--- src/rtl/lmb_bram_port_cntlr.sv ---
// Single-outstanding valid/ready to BRAM port initiator with address-window decode.
// Four-state sequence per request: IDLE -> ACCESS -> CAPTURE -> RESP.
module lmb_bram_port_cntlr #(
  parameter int                  C_AWIDTH   = 32,
  parameter int                  C_DWIDTH   = 32,
  parameter int                  C_NUM_WE   = C_DWIDTH / 8,
  parameter logic [0:C_AWIDTH-1] C_BASEADDR = 32'h0000_0000,
  parameter logic [0:C_AWIDTH-1] C_HIGHADDR = 32'h0000_FFFF
) (
  input  logic                LMB_Clk,
  input  logic                LMB_Rst_N,
  input  logic                Req_Valid,
  output logic                Req_Ready,
  input  logic [0:C_AWIDTH-1] Req_Addr,
  input  logic                Req_Write,
  input  logic [0:C_NUM_WE-1] Req_BE,
  input  logic [0:C_DWIDTH-1] Req_WrData,
  output logic                Rsp_Valid,
  input  logic                Rsp_Ready,
  output logic [0:C_DWIDTH-1] Rsp_RdData,
  output logic                Rsp_Err,
  output logic                BRAM_Rst,
  output logic                BRAM_EN,
  output logic [0:C_NUM_WE-1] BRAM_WEN,
  output logic [0:C_AWIDTH-1] BRAM_Addr,
  output logic [0:C_DWIDTH-1] BRAM_Dout,
  input  logic [0:C_DWIDTH-1] BRAM_Din
);

  typedef enum logic [1:0] {
    S_IDLE    = 2'd0,
    S_ACCESS  = 2'd1,
    S_CAPTURE = 2'd2,
    S_RESP    = 2'd3
  } state_t;

  // Offset from the base is computed one bit wider so addresses below the base
  // wrap to a huge value and fail the single upper-bound compare.
  localparam logic [C_AWIDTH:0] WIN_SPAN = {1'b0, C_HIGHADDR} - {1'b0, C_BASEADDR};

  state_t                state_q;
  logic                  req_ready_q;
  logic                  rsp_valid_q;
  logic [0:C_DWIDTH-1]   rsp_rddata_q;
  logic                  rsp_err_q;
  logic                  bram_rst_q;
  logic                  bram_en_q;
  logic [0:C_NUM_WE-1]   bram_wen_q;
  logic [0:C_AWIDTH-1]   bram_addr_q;
  logic [0:C_DWIDTH-1]   bram_dout_q;
  logic                  in_win_q;
  logic                  write_q;

  logic [C_AWIDTH:0]     addr_off_s;
  logic                  in_win_s;

  assign addr_off_s = {1'b0, Req_Addr} - {1'b0, C_BASEADDR};
  assign in_win_s   = (addr_off_s <= WIN_SPAN);

  // Transaction sequencer; every output is a register updated here.
  always_ff @(posedge LMB_Clk) begin
    if (!LMB_Rst_N) begin
      state_q      <= S_IDLE;
      req_ready_q  <= 1'b0;
      rsp_valid_q  <= 1'b0;
      rsp_rddata_q <= '0;
      rsp_err_q    <= 1'b0;
      bram_rst_q   <= 1'b1;
      bram_en_q    <= 1'b0;
      bram_wen_q   <= '0;
      bram_addr_q  <= '0;
      bram_dout_q  <= '0;
      in_win_q     <= 1'b0;
      write_q      <= 1'b0;
    end else begin
      bram_rst_q <= 1'b0;
      case (state_q)
        S_IDLE: begin
          if (Req_Valid && req_ready_q) begin
            req_ready_q <= 1'b0;
            in_win_q    <= in_win_s;
            write_q     <= Req_Write;
            bram_en_q   <= in_win_s;
            bram_wen_q  <= (in_win_s && Req_Write) ? Req_BE : '0;
            // Out-of-window requests leave the BRAM address/data lines untouched.
            if (in_win_s) begin
              bram_addr_q <= {Req_Addr[0:C_AWIDTH-3], 2'b00};
              bram_dout_q <= Req_WrData;
            end
            state_q <= S_ACCESS;
          end else begin
            req_ready_q <= 1'b1;
          end
        end
        S_ACCESS: begin
          bram_en_q  <= 1'b0;
          bram_wen_q <= '0;
          state_q    <= S_CAPTURE;
        end
        S_CAPTURE: begin
          rsp_rddata_q <= (in_win_q && !write_q) ? BRAM_Din : '0;
          rsp_err_q    <= !in_win_q;
          rsp_valid_q  <= 1'b1;
          state_q      <= S_RESP;
        end
        S_RESP: begin
          if (Rsp_Ready) begin
            rsp_valid_q <= 1'b0;
            req_ready_q <= 1'b1;
            state_q     <= S_IDLE;
          end
        end
        default: begin
          state_q <= S_IDLE;
        end
      endcase
    end
  end

  assign Req_Ready  = req_ready_q;
  assign Rsp_Valid  = rsp_valid_q;
  assign Rsp_RdData = rsp_rddata_q;
  assign Rsp_Err    = rsp_err_q;
  assign BRAM_Rst   = bram_rst_q;
  assign BRAM_EN    = bram_en_q;
  assign BRAM_WEN   = bram_wen_q;
  assign BRAM_Addr  = bram_addr_q;
  assign BRAM_Dout  = bram_dout_q;

endmodule

--- config.mk ---
export PLATFORM = sky130hd
export DESIGN_NAME = lmb_bram_port_cntlr
export DESIGN_NICKNAME = d
export VERILOG_FILES = /design/src/rtl/lmb_bram_port_cntlr.sv
export SDC_FILE = /design/constraint.sdc
export NUM_CORES = 1
export LEC_CHECK = 0
export CELL_PAD_IN_SITES_DETAIL_PLACEMENT = 1
export CELL_PAD_IN_SITES_GLOBAL_PLACEMENT = 1
export CORE_ASPECT_RATIO = 0.5
export CORE_MARGIN = 4
export CORE_UTILIZATION = 29
export DETAILED_ROUTE_END_ITERATION = 8
export GPL_TIMING_DRIVEN = 0
export PLACE_DENSITY = 0.87
export SLEW_MARGIN = 20
export SYNTH_ARGS = -nofsm -noshare
export SYNTH_HDL_FRONTEND = slang
export SYNTH_SLANG_ARGS = --single-unit
--- constraint.sdc ---
create_clock -name LMB_Clk -period 3.3 [get_ports LMB_Clk]
set_input_delay 0.66 -clock LMB_Clk [delete_from_list [all_inputs] [get_ports LMB_Clk]]
set_output_delay 0.66 -clock LMB_Clk [all_outputs]
set_load 0.02 [all_outputs]
# Word level (Yosys, flattened, before mapping)
# Index checks and enable logic that the tools add are counted.
# W data, S select, Z words.
dict set report totals {
  regBits 107
  mem_bits_rw 0
  latchBits 0
  mem_count 0
  mem_bits_ro 0
  input_bits 105
}
dict set report classes {
  n_bitwise 0
  n_reduce_logical 15
  eq_ne 5
  shift 0
  mux 15
  div_mod_pow 0
  mul 0
  n_addsub 0
  magnitude_cmp 1
}
# op count
set op_table {}
lappend op_table {{$le A32 B16 Y1 const B} 1}
lappend op_table {{$mux W32} 1}
lappend op_table {{$reduce_and A2 Y1} 5}
lappend op_table {{$mux W4} 2}
lappend op_table {{$pmux W2 S4} 1}
lappend op_table {{$pmux W4 S2} 1}
lappend op_table {{$pmux W1 S2} 3}
lappend op_table {{$reduce_bool A2 Y1} 3}
lappend op_table {{$mux W1} 5}
lappend op_table {{$eq A2 B2 Y1 const B} 2}
lappend op_table {{$mux W2} 2}
lappend op_table {{$ne A2 B2 Y1 const B} 2}
lappend op_table {{$logic_and A1 B1 Y1} 3}
lappend op_table {{$reduce_and A3 Y1} 1}
lappend op_table {{$eq A2 B1 Y1 const B} 1}
lappend op_table {{$logic_not A1 Y1} 2}
lappend op_table {{$logic_not A2 Y1} 1}

# Longest topological paths before layout
# Gate-level depths: netlist of the first run.
dict set report depth {
  ltp_word 5
  ltp_mapped 8
  depth_no_buf 6
}

# Least setup slack after synthesis of the first run
# No wires, ideal clock.
dict set report synth_timing {
  kind {input to register}
  from {input Req_Addr[3] (netlist bit)}
  to {register bram_addr_q, in the netlist BRAM_Addr[18]}
  setup_slack_ps 1083
  path_buffers 2
  arrival_ps 2085
  setup_ps 132
  path_stages 6
  cell_sequence {or4_1 or3_4 buf_6 clkbuf_1 o21ai_0 a21oi_1}
}
dict set report synth_between {
  elab_chain_len 2
}
# element line_no
set synth_lines {}
lappend synth_lines {{start, declared} 14} ;# input logic [0:C_AWIDTH-1] Req_Addr,
lappend synth_lines {{$le A32 B16 Y1} 58} ;# assign in_win_s = (addr_off_s <= WIN_SPAN);
lappend synth_lines {{$reduce_and A3 Y1 (no line)} -}
lappend synth_lines {{end signal, assigned} 87} ;# bram_addr_q <= {Req_Addr[0:C_AWIDTH-3], 2'b00};
lappend synth_lines {{end, declared} 49} ;# logic [0:C_AWIDTH-1] bram_addr_q;
# Every way passes these cells.
# A chain may end at the register's enable or synchronous reset.

# Worst setup path after layout of the first run
dict set report layout_timing {
  from {input Req_Addr[3] (netlist bit)}
  to {register bram_wen_q, in the netlist BRAM_WEN[1]}
}
dict set report layout_between {
  elab_chain_len 5
}
# element line_no
set layout_lines {}
lappend layout_lines {{$le A32 B16 Y1} 58}
lappend layout_lines {{$logic_and A1 B1 Y1} 84} ;# bram_wen_q <= (in_win_s && Req_Write) ? Req_BE : '0;
lappend layout_lines {{$mux W4} 84}
lappend layout_lines {{$mux W4} 79} ;# if (Req_Valid && req_ready_q) begin
lappend layout_lines {{$pmux W4 S2} 77} ;# case (state_q)
lappend layout_lines {{end signal, assigned} 84}
lappend layout_lines {{end, declared} 48} ;# logic [0:C_NUM_WE-1] bram_wen_q;
# Every way passes these cells. The select of a mux whose other input is x is not followed.

==> results of run 1 <==
cells in the mapped netlist (2+ instances only):
cell      number
nor3_1         2
a21oi_1       86
ha_1           4
clkbuf_1      36
buf_4          2
nand2_1       11
nor2_1        41
and3_1        16
nor4_1         2
inv_1          4
nor2b_1       35
nand4_1        4
o21ai_0       46
dfxtp_1      107
mux2i_1        3
nand3_1       47
worst paths after layout:
kind               start           to  slack, ns  cells past startpoint
max          Req_Addr[3]  BRAM_WEN[1]       0.58                      6
min          BRAM_WEN[3]  BRAM_WEN[3]       0.47                      2
max reg2reg   state_q[0]  BRAM_WEN[1]       0.92                      7
min reg2reg  BRAM_WEN[3]  BRAM_WEN[3]       0.47                      2
layout make-up:
type	count	area share (%)
multi-input combinational	307	24.9
timing repair buffer	205	31.7
clock buffer	15	4.13
buffer	40	2.55
inverter	5	0.290
tap	170	3.28
clock inverter	1	0.116
sequential	107	33.1
stage by stage:
| step | setup slack (ns) | hold WS, ns | cells | util, % | instance area (um2) |
|---|---|---|---|---|---|
| 2_1_floorplan | 1.08 | 0.450 | 459 | - | 3940 |
| 3_3_place_gp | 0.338 | 0.438 | 834 | 47.9 | 6200 |
| 3_5_place_dp | 0.278 | 0.454 | 834 | 47.9 | 6200 |
| 4_1_cts | 0.579 | 0.468 | 850 | 50.0 | 6480 |
| 5_1_grt | 0.409 | 0.492 | 850 | 50.0 | 6480 |
| 6_report | 0.581 | 0.467 | 850 | 50.0 | 6480 |
worst max-delay path, cell delays in order:
cell	delay (ns)
clkdlybuf4s50_1	0.39
or4_1	0.58
nor3_2	0.47
clkbuf_1	0.43
nand4_1	0.20
a21oi_1	0.24
report_power, final:
| group | total, mW | switching, mW | internal (mW) |
|---|---|---|---|
| clock network | 1.02 | 0.461 | 0.556 |
| logic | 0.384 | 0.195 | 0.190 |
| registers | 1.33 | 0.0202 | 1.31 |
logic make-up (layout without fill, tap and decap cells):
logic type,after synthesis,in the layout
compound gates,134,134
fa+ha+maj,4,4
buf+inv,45,266
flops,107,107
mux,3,3
other cells,1,2
simple gates,164,164
sequential cells by signal (all words and copies together) (netlist names), 2 cells and up:
signal and count:
state_q 2, BRAM_Dout 32, Rsp_RdData 32, BRAM_Addr 30, BRAM_WEN 4
layout by cell type, fill, tap and decap left out, types with 2 or more instances in the layout:
cell	count
nand3_1	47
conb_1	2
clkdlybuf4s50_1	205
nor3_1	2
nor2_1	41
dfxtp_1	107
clkbuf_16	9
a21oi_1	86
and3_1	16
clkbuf_1	40
mux2i_1	3
nand4_1	4
buf_4	2
nor4_1	2
ha_1	4
nor2b_1	35
clkbuf_8	2
nand2_1	11
o21ai_0	46
inv_1	4
layer usage:
| layer | global-route usage [%] | wire (um) | up-vias |
|---|---|---|---|
| met1 | 22.4 | 6340 | 1994 |
| met5 | 0 | 0 | - |
| li1 | - | - | 2000 |
| met2 | 34.4 | 7870 | 93 |
| met3 | 3.64 | 524 | 21 |
| met4 | 5.18 | 291 | 0 |
==> results.yml, run 1 <==
yosys:
  yosysTopAreaCellShare_pct: 54.5
  synth_xor_area_share_pct: 0
  yosysTopAreaCell: "dfxtp_1"
  synth_top_family_by_area: "simple AND/OR/NAND/NOR gates"
  ys_seq_area_share_pct: 54.5
  syn-instance-count: 458
  synthMuxAreaShare_pct: 0.763
  syn_area_um2: 3930
  synth_area_leaders: "dfxtp_1 54%, a21oi_1 11%, nand3_1 6.0%"
  synthDistinctLibCells: 28
  synth_compound_area_share_pct: 17.1
  synth_seq_cells: 107
  synth-edff-count: 0
  avgSynthCellArea_um2: 8.59
  async_flop_share_pct: 0
  synth-simple-area-share_pct: 21.6
  synth-main-ff-cell: "dfxtp_1"
  synth_fa_ha_area_share_pct: 1.27
  ys_warn_count: 0
sta:
  setup_viol: 0
  setup_tns_ns: 0
  rsz0062_at_grt: "false"
  maxSlewViolCount: 0
  max_freq_mhz: 368
  fin_crit_sh_pct: 82.4
  fin_skew_ns: 0.00590
  slew_headroom_pct: 60.9
  hold_viol_final: 0
  tightest_slew_ns: 0.581
  min_period_ns: 2.72
power:
  ir_drop_mv: 0.216
  total_power_mw: 2.74
  power.density_nw_per_um2: 422
  p_leak_nw: 2.33
routing:
  drtIter0Drc: 166
  route.vias.total: 4108
  drt_wl_total_mm: 15.0
  viasPerCell: 4.83
  ant_nets: 0
  drc: 0
  wl_per_cell_um: 17.7
  drt-pass1-iter-count: 4
clock_tree:
  clk_latency_ns: 0.34
  clk_pin_slew_worst_paths_ns: 0.07
  cts_buffers: 9
  clockBufferDepth: 2
  ctsResizeCount: 0
  postCtsHoldBufs: 0
  tritoncts: "built"
  post_cts_buffers: 0
  cts_root_buf: "clkbuf_16"
  h-tree-depth: 3
  cts_sinks: 107
run_status:
  status: "finished, final reports clean"
grt:
  grt_max_degree: 16
  grt_pass1_vias: 4560
  antenna_found_initial: 0
  grt.overflow.total: 0
  grtUsageTotal_pct: 18.7
  grt_pass1_wl_mm: 24.2
setup_path:
  path_max_fanout: 10
  required_ns: 3.55
  start_kind: "input pin"
  crit_type: "input pin to flip-flop"
  cp-end-kind: "flip-flop"
  crit_arrival_ns: 2.97
place:
  gp_congestion: 0.757
  dp.final_hpwl_mm: 11.2
  portBuffers: 205
min_path:
  hold_path.class: "flip-flop to flip-flop"
floorplanning:
  num_io_pins: 210
  die_x_um: 173
  rows: 29
  start_util_pct: 30.4
  core_um2: 13000
  dieArea_um2: 15600
  die_y_um: 90.4
cells_and_area:
  regArea_um2: 2140
  multiInputGateArea_um2: 1610
  drive_gt1_share_pct: 2.79
  n_antenna_cell: 0
  area_growth_pct: 64.7
  n_fill_cell: 1517
  nets: 784
run:
  cap_violations: 0
Note: power is estimated with default switching activity, not from simulation.
==> run 2, diff against run 1 <==
- CORE_UTILIZATION: 29 -> 25
- PLACE_DENSITY: 0.87 -> 0.8
- clock period: 3.3 -> 2.39 ns (I/O delays scaled with it)
==> run 2 against run 1 <==
Against the previous run: cell count up 4.1%; clock power up 61%; first-iteration DRC count down 2.4%; critical path type unchanged.
==> results.yml, run 2 (synthesized netlist as in run 1, its figures left out) <==
run_status:
  status: "finished, final reports clean"
setup_path:
  crit_arrival_ns: 2.53
  crit_chain: "clkdlybuf4s50_1 > or4_4 > or3_4 > buf_6 > clkbuf_2 > o21ai_0 > a21oi_1"
  r2r_start: "state_q[0]"
  max_stage_delay_ns: 0.58
  slowest_stage: "or4_4"
  cp-end-kind: "flip-flop"
  path_buf_inv: 3
  start_kind: "input pin"
  startpoint: "Req_Addr[7]"
  path_delay_family: "simple AND/OR/NAND/NOR gates"
  required_ns: 2.59
  crit_type: "input pin to flip-flop"
  path_max_fanout: 10
power:
  power_frac_comb_pct: 13.4
  power.switching_mw: 1.01
  total_power_mw: 4.02
  power.density_nw_per_um2: 608
  sw_frac_of_total_pct: 25.2
  p_leak_nw: 2.40
  p_clk_share_pct: 40.7
  p_seq_share_pct: 45.9
  ir_drop_mv: 0.349
  p_int_mw: 3.00
cells_and_area:
  n_antenna_cell: 0
  area_growth_pct: 67.8
  final_common_cell: "clkdlybuf4s50_1"
  final_util_pct: 42.8
  drive_gt1_share_pct: 5.14
  design_area_um2: 6600
  nets: 785
  fin_cells: 885
  final_cell_mix: "205 x clkdlybuf4s50_1, 107 x dfxtp_1, 86 x a21oi_1"
clock_tree:
  clk_latency_ns: 0.35
  cts_sinks: 107
  tritoncts: "built"
  cts_root_buf: "clkbuf_16"
  clockBufferDepth: 2
  clk_pin_slew_worst_paths_ns: 0.07
  cts_buffers: 9
  h-tree-depth: 3
floorplanning:
  core_um2: 15400
  num_io_pins: 210
  die_x_um: 185
  dieArea_um2: 17900
  die_y_um: 96.7
  start_util_pct: 25.5
  rows: 32
sta:
  maxSlewViolCount: 0
  hold_viol_final: 0
  setup_viol: 0
  min_period_ns: 2.33
  fin_ws_ns: 0.0572
  rsz0062_at_grt: "false"
  fin_skew_ns: 0.0112
  fin_crit_sh_pct: 97.6
  max_freq_mhz: 429
  slew_headroom_pct: 58.2
  tightest_slew_ns: 0.622
routing:
  drt_wl_total_mm: 15.1
  ant_nets: 0
  drt-pass1-iter-count: 4
  viasPerCell: 4.64
  wl_per_cell_um: 17.0
  route.vias.total: 4107
  drtIter0Drc: 162
  drc: 0
grt:
  grt_max_degree: 19
  antenna_found_initial: 0
  grt_pass1_vias: 4461
  grt_pass1_wl_mm: 23.8
  grt.overflow.total: 0
  grtUsageTotal_pct: 16.4
place:
  dp_slack_ns: -0.518
  portBuffers: 205
  dp.final_hpwl_mm: 11.3
  placed_area_um2: 6240
  gp_congestion: 0.748
  place_inst: 868
run:
  cap_violations: 0
min_path:
  min_from: "BRAM_WEN[1]"
  hold_path.class: "flip-flop to flip-flop"
## run 2: layout make-up
type                            instances  area [um2]
Buffer                                 39         171
Clock buffer                            9         225
Clock inverter                          7        98.8
Fill cell                            1786        8810
Inverter                                5        18.8
Multi-Input combinational cell        307        1620
Sequential cell                       107        2140
Tap cell                              204         255
Timing Repair Buffer                  207        2070
## run 2: worst paths after layout
check	depth (start not counted)	slack, ns	endpoint
hold reg to reg	2	0.46	BRAM_WEN[1]
hold / removal	2	0.46	BRAM_WEN[1]
setup / recovery	7	0.06	BRAM_Dout[11]
setup reg to reg	8	0.18	BRAM_Dout[11]
## run 2: layer usage
layer / vias to the layer above / global-route usage, % / part of all wire, %
met2: 100 / 29.4 / 52
li1: 2003 / - / -
met5: - / 0 / 0
met1: 1978 / 19.4 / 42
met4: 0 / 5.47 / 2.5
met3: 26 / 3.23 / 3.9
## run 2: tightest hold or removal path: stages, from the launching register on
cell and delay [ns]:
dfxtp_1 0.31, nand2_1 0.05, a21oi_1 0.05
## run 2: what timing repair did
action | 4_1_cts | 5_1_grt
buffers inserted | 2 | 0
resized for setup | 3 | 28
setup endpoints to repair | 42 | 37
hold endpoints to repair | 0 | 0
hold buffers | 0 | 0
pin swaps | 1 | 0
## run 2: power by group through the flow
stage	Sequential, mW	Combinational (mW)	Clock [mW]
finish	1.84	0.538	1.64
global route	1.85	0.591	1.75
CTS	1.84	0.544	1.67
detailed placement	1.88	0.534	0
global placement	1.88	0.523	0
floorplan	1.90	0.219	0
## run 2: per-stage QoR
step           hold WS, ns  TNS (ns)
6_report             0.458         0
5_1_grt              0.489         0
4_1_cts              0.462  -0.00753
3_3_place_gp         0.441    -22.24
3_5_place_dp         0.452    -25.18
2_1_floorplan        0.450         0
==> run 3, diff against run 2 <==
- SETUP_SLACK_MARGIN: not set -> 0.05
==> run 3 against run 2 <==
Against the previous run: die area did not move; critical endpoint is now BRAM_Addr[26]; wire length barely moved; design area barely moved; sequential cell count did not move; count of clock-buffer cells in the layout did not move; clock power barely moved; global-route usage barely moved; largest power group unchanged; via count rose by 0.41%; fmax rose by 0.61%; setup slack improved by 0.014 ns; sequential power barely moved.
==> results.yml, run 3 (synthesized netlist as in run 1, its figures left out) <==
run_status:
  status: "finished, final reports clean"
clock_tree:
  cts_buffers: 9
  h-tree-depth: 3
  cts_root_buf: "clkbuf_16"
  clk_latency_ns: 0.35
  cts_sinks: 107
  tritoncts: "built"
  clockBufferDepth: 2
  clk_pin_slew_worst_paths_ns: 0.07
routing:
  route.vias.total: 4124
  viasPerCell: 4.66
  drtIter0Drc: 166
  drt_wl_total_mm: 15.1
  drt-pass1-iter-count: 4
  drc: 0
  wl_per_cell_um: 17.1
  ant_nets: 0
power:
  power.density_nw_per_um2: 608
  power_frac_comb_pct: 13.5
  sw_frac_of_total_pct: 25.2
  p_leak_nw: 2.40
  p_seq_share_pct: 45.9
  ir_drop_mv: 0.348
  p_int_mw: 3.01
  total_power_mw: 4.02
  power.switching_mw: 1.01
  p_clk_share_pct: 40.6
floorplanning:
  num_io_pins: 210
  rows: 32
  die_y_um: 96.7
  die_x_um: 185
  dieArea_um2: 17900
  start_util_pct: 25.5
  core_um2: 15400
cells_and_area:
  final_util_pct: 42.9
  n_antenna_cell: 0
  design_area_um2: 6610
  final_cell_mix: "205 x clkdlybuf4s50_1, 107 x dfxtp_1, 86 x a21oi_1"
  drive_gt1_share_pct: 5.29
  final_common_cell: "clkdlybuf4s50_1"
  area_growth_pct: 67.9
  nets: 785
setup_path:
  reg2regPathDepth: 8
  cp-end-kind: "flip-flop"
  path_buf_inv: 3
  max_stage_delay_ns: 0.58
  start_kind: "input pin"
  worst-path-stages: 7
  required_ns: 2.60
  crit_chain: "clkdlybuf4s50_1 > or4_4 > or3_4 > buf_6 > clkbuf_2 > o21ai_0 > a21oi_1"
  crit_type: "input pin to flip-flop"
  slowest_stage: "or4_4"
  path_delay_family: "simple AND/OR/NAND/NOR gates"
  path_max_fanout: 10
  crit_arrival_ns: 2.53
sta:
  max_freq_mhz: 431
  maxSlewViolCount: 0
  rsz0062_at_grt: "true"
  fin_crit_sh_pct: 97.0
  setup_tns_ns: 0
  slew_headroom_pct: 58.3
  hold_viol_final: 0
  tightest_slew_ns: 0.620
  fin_skew_ns: 0.0123
  min_period_ns: 2.32
  whs_ns: 0.457
  setup_viol: 0
place:
  portBuffers: 205
  placed_area_um2: 6240
  gp_congestion: 0.748
  dp.final_hpwl_mm: 11.3
grt:
  grt_max_degree: 19
  grtUsageTotal_pct: 16.3
  grt_pass1_vias: 4462
  grt.overflow.total: 0
  antenna_found_initial: 0
  grt_pass1_wl_mm: 23.8
min_path:
  hold_path.class: "flip-flop to flip-flop"
  hold_depth: 2
run:
  cap_violations: 0
[run 3: final timing paths]
check | start | endpoint | slack [ns]
setup / recovery | Req_Addr[7] | BRAM_Addr[26] | 0.07
hold / removal | BRAM_WEN[1] | BRAM_WEN[1] | 0.46
setup reg to reg | state_q[0] | BRAM_Addr[26] | 0.31
hold reg to reg | BRAM_WEN[1] | BRAM_WEN[1] | 0.46
[run 3: layout make-up]
class,instances,area [um2]
multi-input cells,307,1630
clock inverters,7,98.8
inverters,5,18.8
well taps,204,255
repair buffers,207,2070
clock buffers,9,225
flip-flops and latches,107,2140
fillers,1785,8810
plain buffers,39,171
[run 3: timing repair]
action                                  4_1_cts  5_1_grt
resized for setup                             7       22
buffers inserted                              2        0
endpoints found under the setup margin       60       38
pin swaps                                     1        0
hold buffers                                  0        0
[run 3: stage by stage]
| step | std cells | setup slack [ns] |
|---|---|---|
| after global placement | 868 | -0.446 |
| final | 885 | 0.0713 |
| after floorplan | 459 | 0.355 |
| after CTS | 885 | 0.0726 |
| after detailed placement | 868 | -0.518 |
| after global routing | 885 | -0.00326 |
[run 3: worst register-to-register path, cell delays in order (launching register included)]
cell and delay [ns]:
dfxtp_1 0.35, inv_1 0.09, ha_1 0.26, nand3_2 0.21, or3_4 0.40, buf_6 0.16
clkbuf_2 0.18, o21ai_0 0.21, a21oi_1 0.09
[run 3: metal layers]
layer / vias up / track usage (%) / share of wire [%]
li1: 2002 / - / -
met1: 1998 / 19.4 / 42
met2: 95 / 29.4 / 52
met3: 29 / 3.23 / 4.0
met4: 0 / 5.47 / 2.7
met5: - / 0 / 0
[run 3: power groups by stage]
| stage | Combinational, mW | Clock, mW | Sequential [mW] |
|---|---|---|---|
| 2_1_floorplan | 0.219 | 0 | 1.90 |
| 3_3_place_gp | 0.523 | 0 | 1.88 |
| 3_5_place_dp | 0.534 | 0 | 1.88 |
| 4_1_cts | 0.545 | 1.67 | 1.84 |
| 5_1_grt | 0.595 | 1.75 | 1.85 |
| 6_report | 0.541 | 1.63 | 1.84 |
